[config.mk]
export PLATFORM = sky130hd
export DESIGN_NAME = mem_lsu
export DESIGN_NICKNAME = d
export VERILOG_FILES = /design/src/rtl/mem_lsu_pkg.sv /design/src/rtl/lsu_align.sv /design/src/rtl/mem_lsu.sv
export SDC_FILE = /design/constraint.sdc
export NUM_CORES = 1
export LEC_CHECK = 0
export CAP_MARGIN = 15
export CORE_ASPECT_RATIO = 0.5
export CORE_UTILIZATION = 40
export DETAILED_ROUTE_END_ITERATION = 10
export PLACE_DENSITY = 0.73
export RECOVER_POWER = 100
export SYNTH_ARGS = -nofsm -noshare
export SYNTH_HDL_FRONTEND = slang
export SYNTH_HIERARCHICAL = 1
export SYNTH_SLANG_ARGS = --single-unit
[constraint.sdc]
create_clock -name clk -period 6.39 [get_ports clk]
set_clock_uncertainty 0.15 [all_clocks]
set_input_delay 1.278 -clock clk [delete_from_list [all_inputs] [get_ports clk]]
set_output_delay 1.278 -clock clk [all_outputs]
set_load 0.02 [all_outputs]
[src/rtl/mem_lsu_pkg.sv]
// rtl/mem_lsu_pkg.sv - shared types, funct3 encodings and legality check for the MEM-stage LSU
package mem_lsu_pkg;

  typedef enum logic [1:0] {
    IDLE = 2'd0,
    REQ  = 2'd1,
    RESP = 2'd2,
    DONE = 2'd3
  } lsu_state_t;

  localparam logic [2:0] F3_B  = 3'b000;
  localparam logic [2:0] F3_H  = 3'b001;
  localparam logic [2:0] F3_W  = 3'b010;
  localparam logic [2:0] F3_BU = 3'b100;
  localparam logic [2:0] F3_HU = 3'b101;

  localparam int TIMEOUT_DEFAULT = 255;

  // Unsigned sizes are load-only; anything outside the five encodings is illegal.
  function automatic logic access_fault(input logic [2:0] f3, input logic is_store,
                                        input logic [1:0] off);
    case (f3)
      F3_B:    access_fault = 1'b0;
      F3_H:    access_fault = off[0];
      F3_W:    access_fault = |off;
      F3_BU:   access_fault = is_store;
      F3_HU:   access_fault = is_store | off[0];
      default: access_fault = 1'b1;
    endcase
  endfunction

endpackage

[src/rtl/lsu_align.sv]
// rtl/lsu_align.sv - store lane replication/byte enables and load extraction/extension
module lsu_align
  import mem_lsu_pkg::*;
(
  input  logic [1:0]  st_size,
  input  logic [1:0]  st_off,
  input  logic [31:0] st_data,
  output logic [3:0]  st_be,
  output logic [31:0] st_wdata,
  input  logic [2:0]  ld_funct3,
  input  logic [1:0]  ld_off,
  input  logic [31:0] ld_rdata,
  output logic [31:0] ld_data
);

  logic [31:0] shifted;

  always_comb begin
    st_be    = 4'b1111;
    st_wdata = st_data;
    case (st_size)
      2'b00: begin
        st_be    = 4'b0001 << st_off;
        st_wdata = {4{st_data[7:0]}};
      end
      2'b01: begin
        st_be    = 4'b0011 << st_off;
        st_wdata = {2{st_data[15:0]}};
      end
      default: ;
    endcase
  end

  assign shifted = ld_rdata >> {ld_off, 3'b000};

  always_comb begin
    ld_data = shifted;
    case (ld_funct3)
      F3_B:    ld_data = {{24{shifted[7]}}, shifted[7:0]};
      F3_H:    ld_data = {{16{shifted[15]}}, shifted[15:0]};
      F3_BU:   ld_data = {24'd0, shifted[7:0]};
      F3_HU:   ld_data = {16'd0, shifted[15:0]};
      default: ;
    endcase
  end

endmodule

[src/rtl/mem_lsu.sv]
// rtl/mem_lsu.sv - MEM-stage load/store unit driving the req/gnt/rvalid data-memory port
module mem_lsu
  import mem_lsu_pkg::*;
#(
  parameter int TIMEOUT = TIMEOUT_DEFAULT
) (
  input  logic        clk,
  input  logic        reset,
  input  logic        MemReadM,
  input  logic        MemWriteM,
  input  logic [2:0]  funct3M,
  input  logic [31:0] ALUResultM,
  input  logic [31:0] WriteDataM,
  output logic        StallMemM,
  output logic [31:0] ReadDataM,
  output logic        LoadValidM,
  output logic        MisalignM,
  output logic        BusErrM,
  output logic        dmem_req,
  output logic        dmem_we,
  output logic [3:0]  dmem_be,
  output logic [31:0] dmem_addr,
  output logic [31:0] dmem_wdata,
  input  logic        dmem_gnt,
  input  logic        dmem_rvalid,
  input  logic [31:0] dmem_rdata,
  input  logic        dmem_err
);

  lsu_state_t  state, state_n;
  logic [7:0]  wd_cnt;
  logic [2:0]  f3_q;
  logic [1:0]  off_q;
  logic [3:0]  be_n;
  logic [31:0] wdata_n;
  logic [31:0] ld_data;
  logic        access, fault, wd_hit, stall, busy;

  lsu_align u_align (
    .st_size   (funct3M[1:0]),
    .st_off    (ALUResultM[1:0]),
    .st_data   (WriteDataM),
    .st_be     (be_n),
    .st_wdata  (wdata_n),
    .ld_funct3 (f3_q),
    .ld_off    (off_q),
    .ld_rdata  (dmem_rdata),
    .ld_data   (ld_data)
  );

  assign access    = MemReadM | MemWriteM;
  assign fault     = access_fault(funct3M, MemWriteM, ALUResultM[1:0]);
  assign busy      = (state == REQ) || (state == RESP);
  assign wd_hit    = busy && (wd_cnt == 8'(TIMEOUT - 1));
  assign dmem_req  = (state == REQ);
  assign MisalignM = (state == IDLE) && access && fault;
  assign StallMemM = stall & ~reset;

  always_comb begin
    state_n = state;
    stall   = 1'b0;
    case (state)
      IDLE: if (access && !fault) begin
        stall   = 1'b1;
        state_n = REQ;
      end
      // Watchdog beats a late grant: the request is abandoned, not accepted.
      REQ: begin
        stall = 1'b1;
        if (wd_hit)        state_n = DONE;
        else if (dmem_gnt) state_n = RESP;
      end
      RESP: begin
        stall = 1'b1;
        if (dmem_rvalid || wd_hit) state_n = DONE;
      end
      DONE:    state_n = IDLE;
      default: state_n = IDLE;
    endcase
  end

  always_ff @(posedge clk) begin
    if (reset) begin
      state      <= IDLE;
      wd_cnt     <= 8'd0;
      f3_q       <= 3'd0;
      off_q      <= 2'd0;
      dmem_we    <= 1'b0;
      dmem_be    <= 4'd0;
      dmem_addr  <= 32'd0;
      dmem_wdata <= 32'd0;
      ReadDataM  <= 32'd0;
      LoadValidM <= 1'b0;
      BusErrM    <= 1'b0;
    end else begin
      state      <= state_n;
      LoadValidM <= 1'b0;
      BusErrM    <= 1'b0;
      if (state == IDLE && state_n == REQ) begin
        wd_cnt     <= 8'd0;
        f3_q       <= funct3M;
        off_q      <= ALUResultM[1:0];
        dmem_we    <= MemWriteM;
        dmem_be    <= MemWriteM ? be_n : 4'b1111;
        dmem_addr  <= {ALUResultM[31:2], 2'b00};
        dmem_wdata <= MemWriteM ? wdata_n : 32'd0;
      end else if (busy) begin
        wd_cnt <= wd_cnt + 8'd1;
      end
      if (state == RESP && dmem_rvalid) begin
        LoadValidM <= 1'b1;
        BusErrM    <= dmem_err;
        if (!dmem_we) ReadDataM <= dmem_err ? 32'd0 : ld_data;
      end else if (wd_hit) begin
        LoadValidM <= 1'b1;
        BusErrM    <= 1'b1;
        ReadDataM  <= 32'd0;
      end
    end
  end

endmodule

==> run summary, run 1 <==
The fraction of power consumed by sequential logic came out at around 34%. The vertical extent of the die is 88.1 um. The net switching component of the power is roughly 0.00081 W. The first detailed-routing pass ran for 5 iterations. Dividing the detail-routed wire length by the instance count gives between 15 and 20 um.

The post-CTS setup buffer count is 0. Internal power comes to ~0.0017 W. Wire segments on met3 add up to between 1000 and 1500 um in the final route.

The library cell used most frequently in the layout, excluding fill and tap cells, is dfxtp_1. The clock reaches the later pin of the worst-skew pair after around 0.4 ns. The initial antenna violation count is 0.

The required time of the critical path came out at 4.96 ns. The fraction of synthesized area in multiplexers is 8.15%. The dominant combinational cell family by area after synthesis is compound AO/OA/AOI/OAI gates. The area growth from synthesis to layout is 44.5%.

The finished layout cell area is between 8000 and 9000 um^2. The placed standard-cell area came out at 7960 um^2. The number of clock sinks seen by CTS is about 120. The reported leakage power is between 3 and 4 nW. The critical path class is input pin to output port. The cell that appears most often on the critical path is nor2_1.

The post-synthesis area per instance came out at ~8.3 um^2. In the routed layout, each cell is associated on average with a via count of 5.61. The synthesized netlist devotes between 10% and 20% of its cell area to simple gates. The run finished, with violations left. The worst setup path is launched from an input pin. The final reports fail on capacitance limit, slew limit. Walking the worst path, the cells encountered are clkdlybuf4s50_1 > clkbuf_1 > a221oi_1 > nor2_1 > nor2_1 > nor2_1 > nor3_1 > dlygate4sd3_1. Synthesis inferred around 120 register bits.

The delay of the slowest cell on the worst path is around 0.88 ns. After detailed routing, the wire length on met1 is roughly 8400 um. The post-CTS resize count came out at 0. The max-capacitance violation count is 1.

The synthesized area came out at just under 6000 um^2. In this run, placement finished with an instance count of roughly 1100. The first global-routing pass estimated 29200 um of wire.

The arithmetic-cell share of the synthesized area counting full adders, half adders and majority gates came out at 1.69%. During synthesis, Yosys emitted a total of 6 warnings. The iteration-0 DRC count of the detailed router came out at about 710. Summing internal, switching and leakage power gives 0.00248 W. The chip width is between 150 and 200 um. The number of global-route vias before repair is between 5000 and 6000.

Routability-driven placement finished with a final weighted congestion of a little over 0.8. IR analysis of the VDD net gives a maximum drop of 0.212 mV. The synthesized instance count is 713. Counting the buffers created by CTS gives 17. The post-layout minimum cycle time is roughly 5.4 ns.

The largest driver fanout on the critical path is 31. The clock-pin slew on the worst setup and hold paths is roughly 0.050 ns. Setup repair after global routing left no endpoint under its margin. Summed over all layers, the routed wires come to between 15000 and 20000 um.

The maximum count of clock buffers along a single path came out at 2. The count of inserted antenna diode cells is 0. After Yosys synthesis, XOR and XNOR cells account for between 1 and 1.5% of the synthesized area.

The quantity of I/O buffers inserted on ports is around 210. The routed length on met2 came out at just under 9000 um. The number of nets in the finished design is roughly 1000.

The combinational share of power came out at between 20 and 30%. Headroom to the max-slew limit came out at -40.6%. The starting density of the core came out at 40.9%. In this run the top signal layer used is met4. The setup total negative slack is 0 ns. The worst hold path belongs to the class flop to flop. The total via count in the routed design is ~6100. The setup violation total in the final timing report is 0. The core region is 14500 um^2. The clock share of power is a little under two fifths.

The global-route usage over all layers came out at between 20% and 30%. TritonCTS built the clock tree. The worst setup path is captured at an output port.

The largest net degree at the start of global routing came out at 116. The number of enable flip-flop cells after synthesis is 0. Counting flops with an async set or reset pin after synthesis yields a share of 0%. Among all flip-flop cells after synthesis, the most frequent one is dfxtp_1. At the pin with the least slew margin, the transition time is about 2.1 ns. The number of hold violations in the final report is 0.

The detail route stage leaves a number of antenna-violating nets equal to 0. The detailed-placement wirelength estimate came out at 12400 um. The floorplan has 31 rows.

The distinct cell type count of the synthesized netlist is 47. The die covers about 15000 um^2. In the routed design, unresolved DRC markers number 0. The number of top-level design ports is roughly 210.

The post-route clock period utilization came out at 83.9%. The area fraction in compound gates after synthesis is around 26%. The slowest stage of the critical path is the clkbuf_1 cell. The finished layout holds about 1100 standard cells, fillers aside. The leftover overflow at the end of global routing is 0. The share of the yosys chip area belonging to registers is between 30% and 40%. The final max-slew violation count is 37. The hold buffer count at CTS is 0. The library cells used most frequently in the layout, excluding fill and tap cells, are dfxtp_1, a21oi_1, dlygate4sd3_1.

The tree is rooted in a clkbuf_16. The post-route core utilization is 59.2%. The H-tree was split into 4 levels. In this run the power density over the cells is approximately 290 nW/um^2. The fraction of power spent switching nets is 32.6%.

The share of layout cells above drive strength 1 is 9.80%. Static timing analysis puts the maximum clock frequency at about 190 MHz. The critical path arrival came out at a little under 4 ns.
flip-flops by register name, summed over array words and instances (netlist names):
signal,flops
ReadDataM,32
dmem_wdata,32
dmem_addr,30
wd_cnt,8
dmem_be,4
f3_q,3
off_q,2
state,2
BusErrM,1
LoadValidM,1
dmem_we,1
power by group through the flow:
| stage | clock [W] | sequential [W] | combinational [W] |
|---|---|---|---|
| floorplan | 0 | 0.000906 | 0.000399 |
| global placement | 0 | 0.000850 | 0.000714 |
| detailed placement | 0 | 0.000853 | 0.000720 |
| CTS | 0.000954 | 0.000839 | 0.000726 |
| global route | 0.000994 | 0.000847 | 0.000758 |
| finish | 0.000941 | 0.000838 | 0.000706 |
logic make-up after synthesis:
logic type | after synthesis
adder cells (fa/ha/maj) | 8
AO/OA/AOI/OAI | 246
AND/OR/NAND/NOR | 201
other | 1
multiplexers | 45
XOR/XNOR | 8
flip-flops | 116
buffers and inverters | 88
final cells by class:
| class | count | area [um^2] |
|---|---|---|
| multi-input cells | 510 | 3180 |
| repair buffers | 221 | 2190 |
| inverters | 9 | 33.8 |
| clock buffers | 19 | 453 |
| well taps | 198 | 248 |
| fillers | 1253 | 5910 |
| flip-flops and latches | 116 | 2320 |
| clock inverters | 13 | 134 |
per-stage QoR:
step,setup slack (ns),hold slack (ns)
after detailed placement,1.60,0.295
after global routing,0.762,0.313
after floorplan,2.64,0.299
after global placement,1.58,0.291
final,1.03,0.300
after CTS,1.59,0.305
routing by layer:
metal | global-route usage (%) | up-vias
met3 | 4.99 | 43
met4 | 11.9 | 0
met1 | 30.7 | 2894
met5 | 0 | -
met2 | 39.0 | 238
li1 | - | 2918
final timing paths:
check / start / endpoint / slack, ns / cells after the start
worst max-delay path: funct3M[1] / StallMemM / 1.03 / 8
worst min-delay path: ReadDataM[14] / ReadDataM[14] / 0.30 / 2
worst min register to register: ReadDataM[14] / ReadDataM[14] / 0.30 / 2
worst max register to register: state[0] / dmem_be[2] / 2.45 / 8
cell usage after synthesis, drive strengths merged, types with 2 or more instances:
cell | count | area (um^2)
inv | 9 | 33.8
nand4 | 5 | 37.5
nor2 | 32 | 133
xor2 | 3 | 26.3
ha | 8 | 100
o211ai | 32 | 240
o22ai | 8 | 50.1
or2 | 13 | 81.3
o21ai | 51 | 255
clkbuf | 40 | 154
dfxtp | 116 | 2320
buf | 39 | 250
nand3 | 88 | 440
o21bai | 2 | 15.0
nor2b | 11 | 68.8
a22oi | 15 | 113
a221oi | 3 | 61.3
o2bb2ai | 8 | 70.1
xnor2 | 5 | 43.8
nand2b | 2 | 12.5
nand2 | 31 | 116
mux2 | 20 | 233
a311oi | 5 | 43.8
a21oi | 110 | 551
mux2i | 25 | 250
nor3 | 15 | 75.1
a211oi | 7 | 52.6
worst max-delay path, delay by kind of cell:
| family | cells | cell delay [ns] |
|---|---|---|
| buf+inv | 3 | 1.97 |
| simple gates | 4 | 0.52 |
| compound gates | 1 | 0.15 |
Power figures use the tool's default switching activity.
==> run 2, diff against run 1 <==
PLACE_DENSITY = 0.76   (was 0.73)
clock period = 4.74 ns   (was 6.39 ns; I/O delays follow)
==> run 2 against run 1 <==
  * First-iteration DRC count shrank 19%
  * Die area is the same
  * The run now ends clean
  * Worst hold slack lost 0.0017 ns
  * Largest cell class unchanged
  * Largest power group unchanged
  * Combinational power grew 38%
  * Utilization grew 0.35 points
  * Cell count grew 0.18%
  * Cell area grew 0.60%
  * Via count shrank 0.89%
==> run summary, run 2 (synthesis results as in run 1) <==
The headroom to the max-slew limit came out at roughly 15%. After routing, the total negative slack on setup checks comes to 0 ns. The post-CTS resize count came out at 0. The clock reaches the later pin of the worst-skew pair after between 0.4 and 0.5 ns.

Global routing used between 20% and 30% of the available tracks. The total length of routed wires came out at 19200 um. The largest net degree at the start of global routing is 116. The maximum count of clock buffers along a single path came out at 2. The number of DRC violations after detailed routing is 0.

The floorplan step set the die height to approximately 88 um. The setup violation total in the final timing report came out at 0. The leftover overflow at the end of global routing is 0. The worst hold path stage count is 2. The clock-pin slew on the worst setup and hold paths is about 0.060 ns. The largest single stage delay on the critical path is roughly 0.7 ns. The highest clock rate is roughly 230 MHz.

The detailed router finished its first iteration with between 500 and 600 violations. The number of clock sinks seen by CTS is about 120. The final max-slew violation count is 0. For this run, the number of standard cells in the final layout without fillers is about 1100.

The area growth from synthesis to layout came out at 45.3%. The number of nets in the finished design is 990. The worst setup path is of the input pin to output port kind. Once the clock tree was built, the setup fixing pass inserted 0 buffers. The post-layout minimum cycle time came out at approximately 4.3 ns.

The largest registers in the layout are ReadDataM (32), dmem_wdata (32), dmem_addr (30). The tool flagged a number of max-cap violations equal to 0. Setup repair after global routing left no endpoint under its margin. The most used cell along the critical path is nor2_1. The number of global-route vias before repair is 5622. The run finished with clean final reports. The number of hold violations in the final report came out at 0.

The initial antenna violation count came out at 1. The category of cells accounting for the largest share of critical-path delay is buffers and inverters. The starting density of the core is about two fifths. For this design the static power due to leakage is about 3.3 nW.

The number of fill cells in the layout is between 1000 and 1500. The chip width came out at roughly 170 um. The placed standard-cell area is between 7000 and 8000 um^2. The sum of buffers and inverters on the critical path came out at 2. The critical path arrival is around 3.2 ns. The number of buffers created by CTS came out at 17. The path depth of the worst reg2reg path is 8.

The critical path goes through dlygate4sd3_1 > a221oi_1 > nor2_1 > nor2_1 > nor2_1 > nor3_1 > dlygate4sd3_1. The number of placed cells counting well taps is approximately 1100. The power density over the cells is around 400 nW/um^2. The min-delay analysis places its worst path in the category flop to flop.

The final route contains around 6000 vias. The required time of the critical path is around 3.6 ns. The startpoint class of the critical path is an input pin. The congestion estimate from routability-driven global placement came to 0.856.

The share of layout cells above drive strength 1 is 9.56%. The mean number of vias per cell came out at 5.55. Leaving out fill and tap cells, the most frequent cell in the layout is dfxtp_1. Detailed placement ended at an HPWL of between 10000 and 15000 um. ~210 I/O pins were placed.

The slew of the pin with the lowest slew margin is ~1.3 ns. The global-route wire length before repair came out at a little under 30000 um. The launch instance of the worst register-to-register path is state[0].

The number of rows in the core area came out at 31. The endpoint class of the critical path is an output port. The first-pass iteration count of the detailed router is 6.

The largest driver fanout on the critical path is 8. Summing all non-filler instances in the final layout gives an area of between 8000 and 9000 um^2. Input and output buffers added on the ports amount to 209. The capture instance of the worst register-to-register path is f3_q[2]. The TritonCTS clock tree is yes. The launch instance of the worst min-delay path is ReadDataM[0]. The maximum resistive drop on vdd is 0.285 mV. The count of antenna-violating nets left after detailed routing came out at 0. The top cell types in the final layout, fill and taps aside, are dfxtp_1, a21oi_1, dlygate4sd3_1. The H-tree level count is 4. The endpoint with the worst hold slack is ReadDataM[0]. The post-route clock period utilization is approximately 90%. The average routed wire per standard cell came out at around 18 um. The placeable core region is 14500 um^2. The die covers roughly 15000 um^2.

The slowest stage of the critical path belongs to the cell dlygate4sd3_1. The reg2reg setup slack came out at around 1.4 ns. The hold buffer count at CTS is 0. The design draws between 0.003 and 0.004 W.

In this run the clock root is driven by a clkbuf_16.
[run 2: area by class of cell]
type	instances	area (um^2)	share of cell area [%]
clock buffer	22	454	5.27
inverter	9	33.8	0.392
tap	198	248	2.88
timing repair buffer	222	2220	25.7
multi-input combinational	510	3180	36.9
sequential	116	2320	27.0
clock inverter	10	155	1.80
antenna	1	2.50	0.0291
[run 2: worst reg2reg max path, cell delays in order (launching register included)]
cell and delay (ns):
dfxtp_1 0.44, inv_1 0.15, ha_1 0.25, o21ai_0 0.13, or2_2 0.19, o21a_1 0.53, clkbuf_2 0.97, nand3_1 0.22
a21oi_1 0.20
[run 2: worst max-delay path by stage]
stage | startpoint | end | slack (ns) | depth (start not counted)
floorplan | MemWriteM | StallMemM | 1.65 | 5
global placement | ALUResultM[1] | StallMemM | 0.58 | 7
detailed placement | ALUResultM[1] | StallMemM | 0.56 | 7
CTS | ALUResultM[1] | StallMemM | 0.56 | 7
global route | ALUResultM[0] | StallMemM | 0.30 | 7
finish | ALUResultM[0] | StallMemM | 0.46 | 7
[run 2: power breakdown]
group	internal [W]	leakage (nW)	switching (W)
Combinational	0.000406	2.05	0.000571
Clock	0.000890	0.294	0.000457
Sequential	0.00106	0.942	0.0000540
Total	0.00236	3.29	0.00108
[run 2: layer usage]
metal,vias to the layer above,routed length [um],GRT usage (%)
li1,2915,-,-
met1,2869,8650,31.3
met2,227,9150,40.0
met3,28,1070,5.16
met4,0,376,9.33
met5,-,0,0
[run 2: through the flow]
step	setup slack (ns)	hold WS, ns	util (%)
final	0.457	0.298	59.5
after global routing	0.300	0.315	59.5
after CTS	0.560	0.305	59.4
after detailed placement	0.560	0.298	55.2
after global placement	0.577	0.291	55.2
after floorplan	1.65	0.299	-
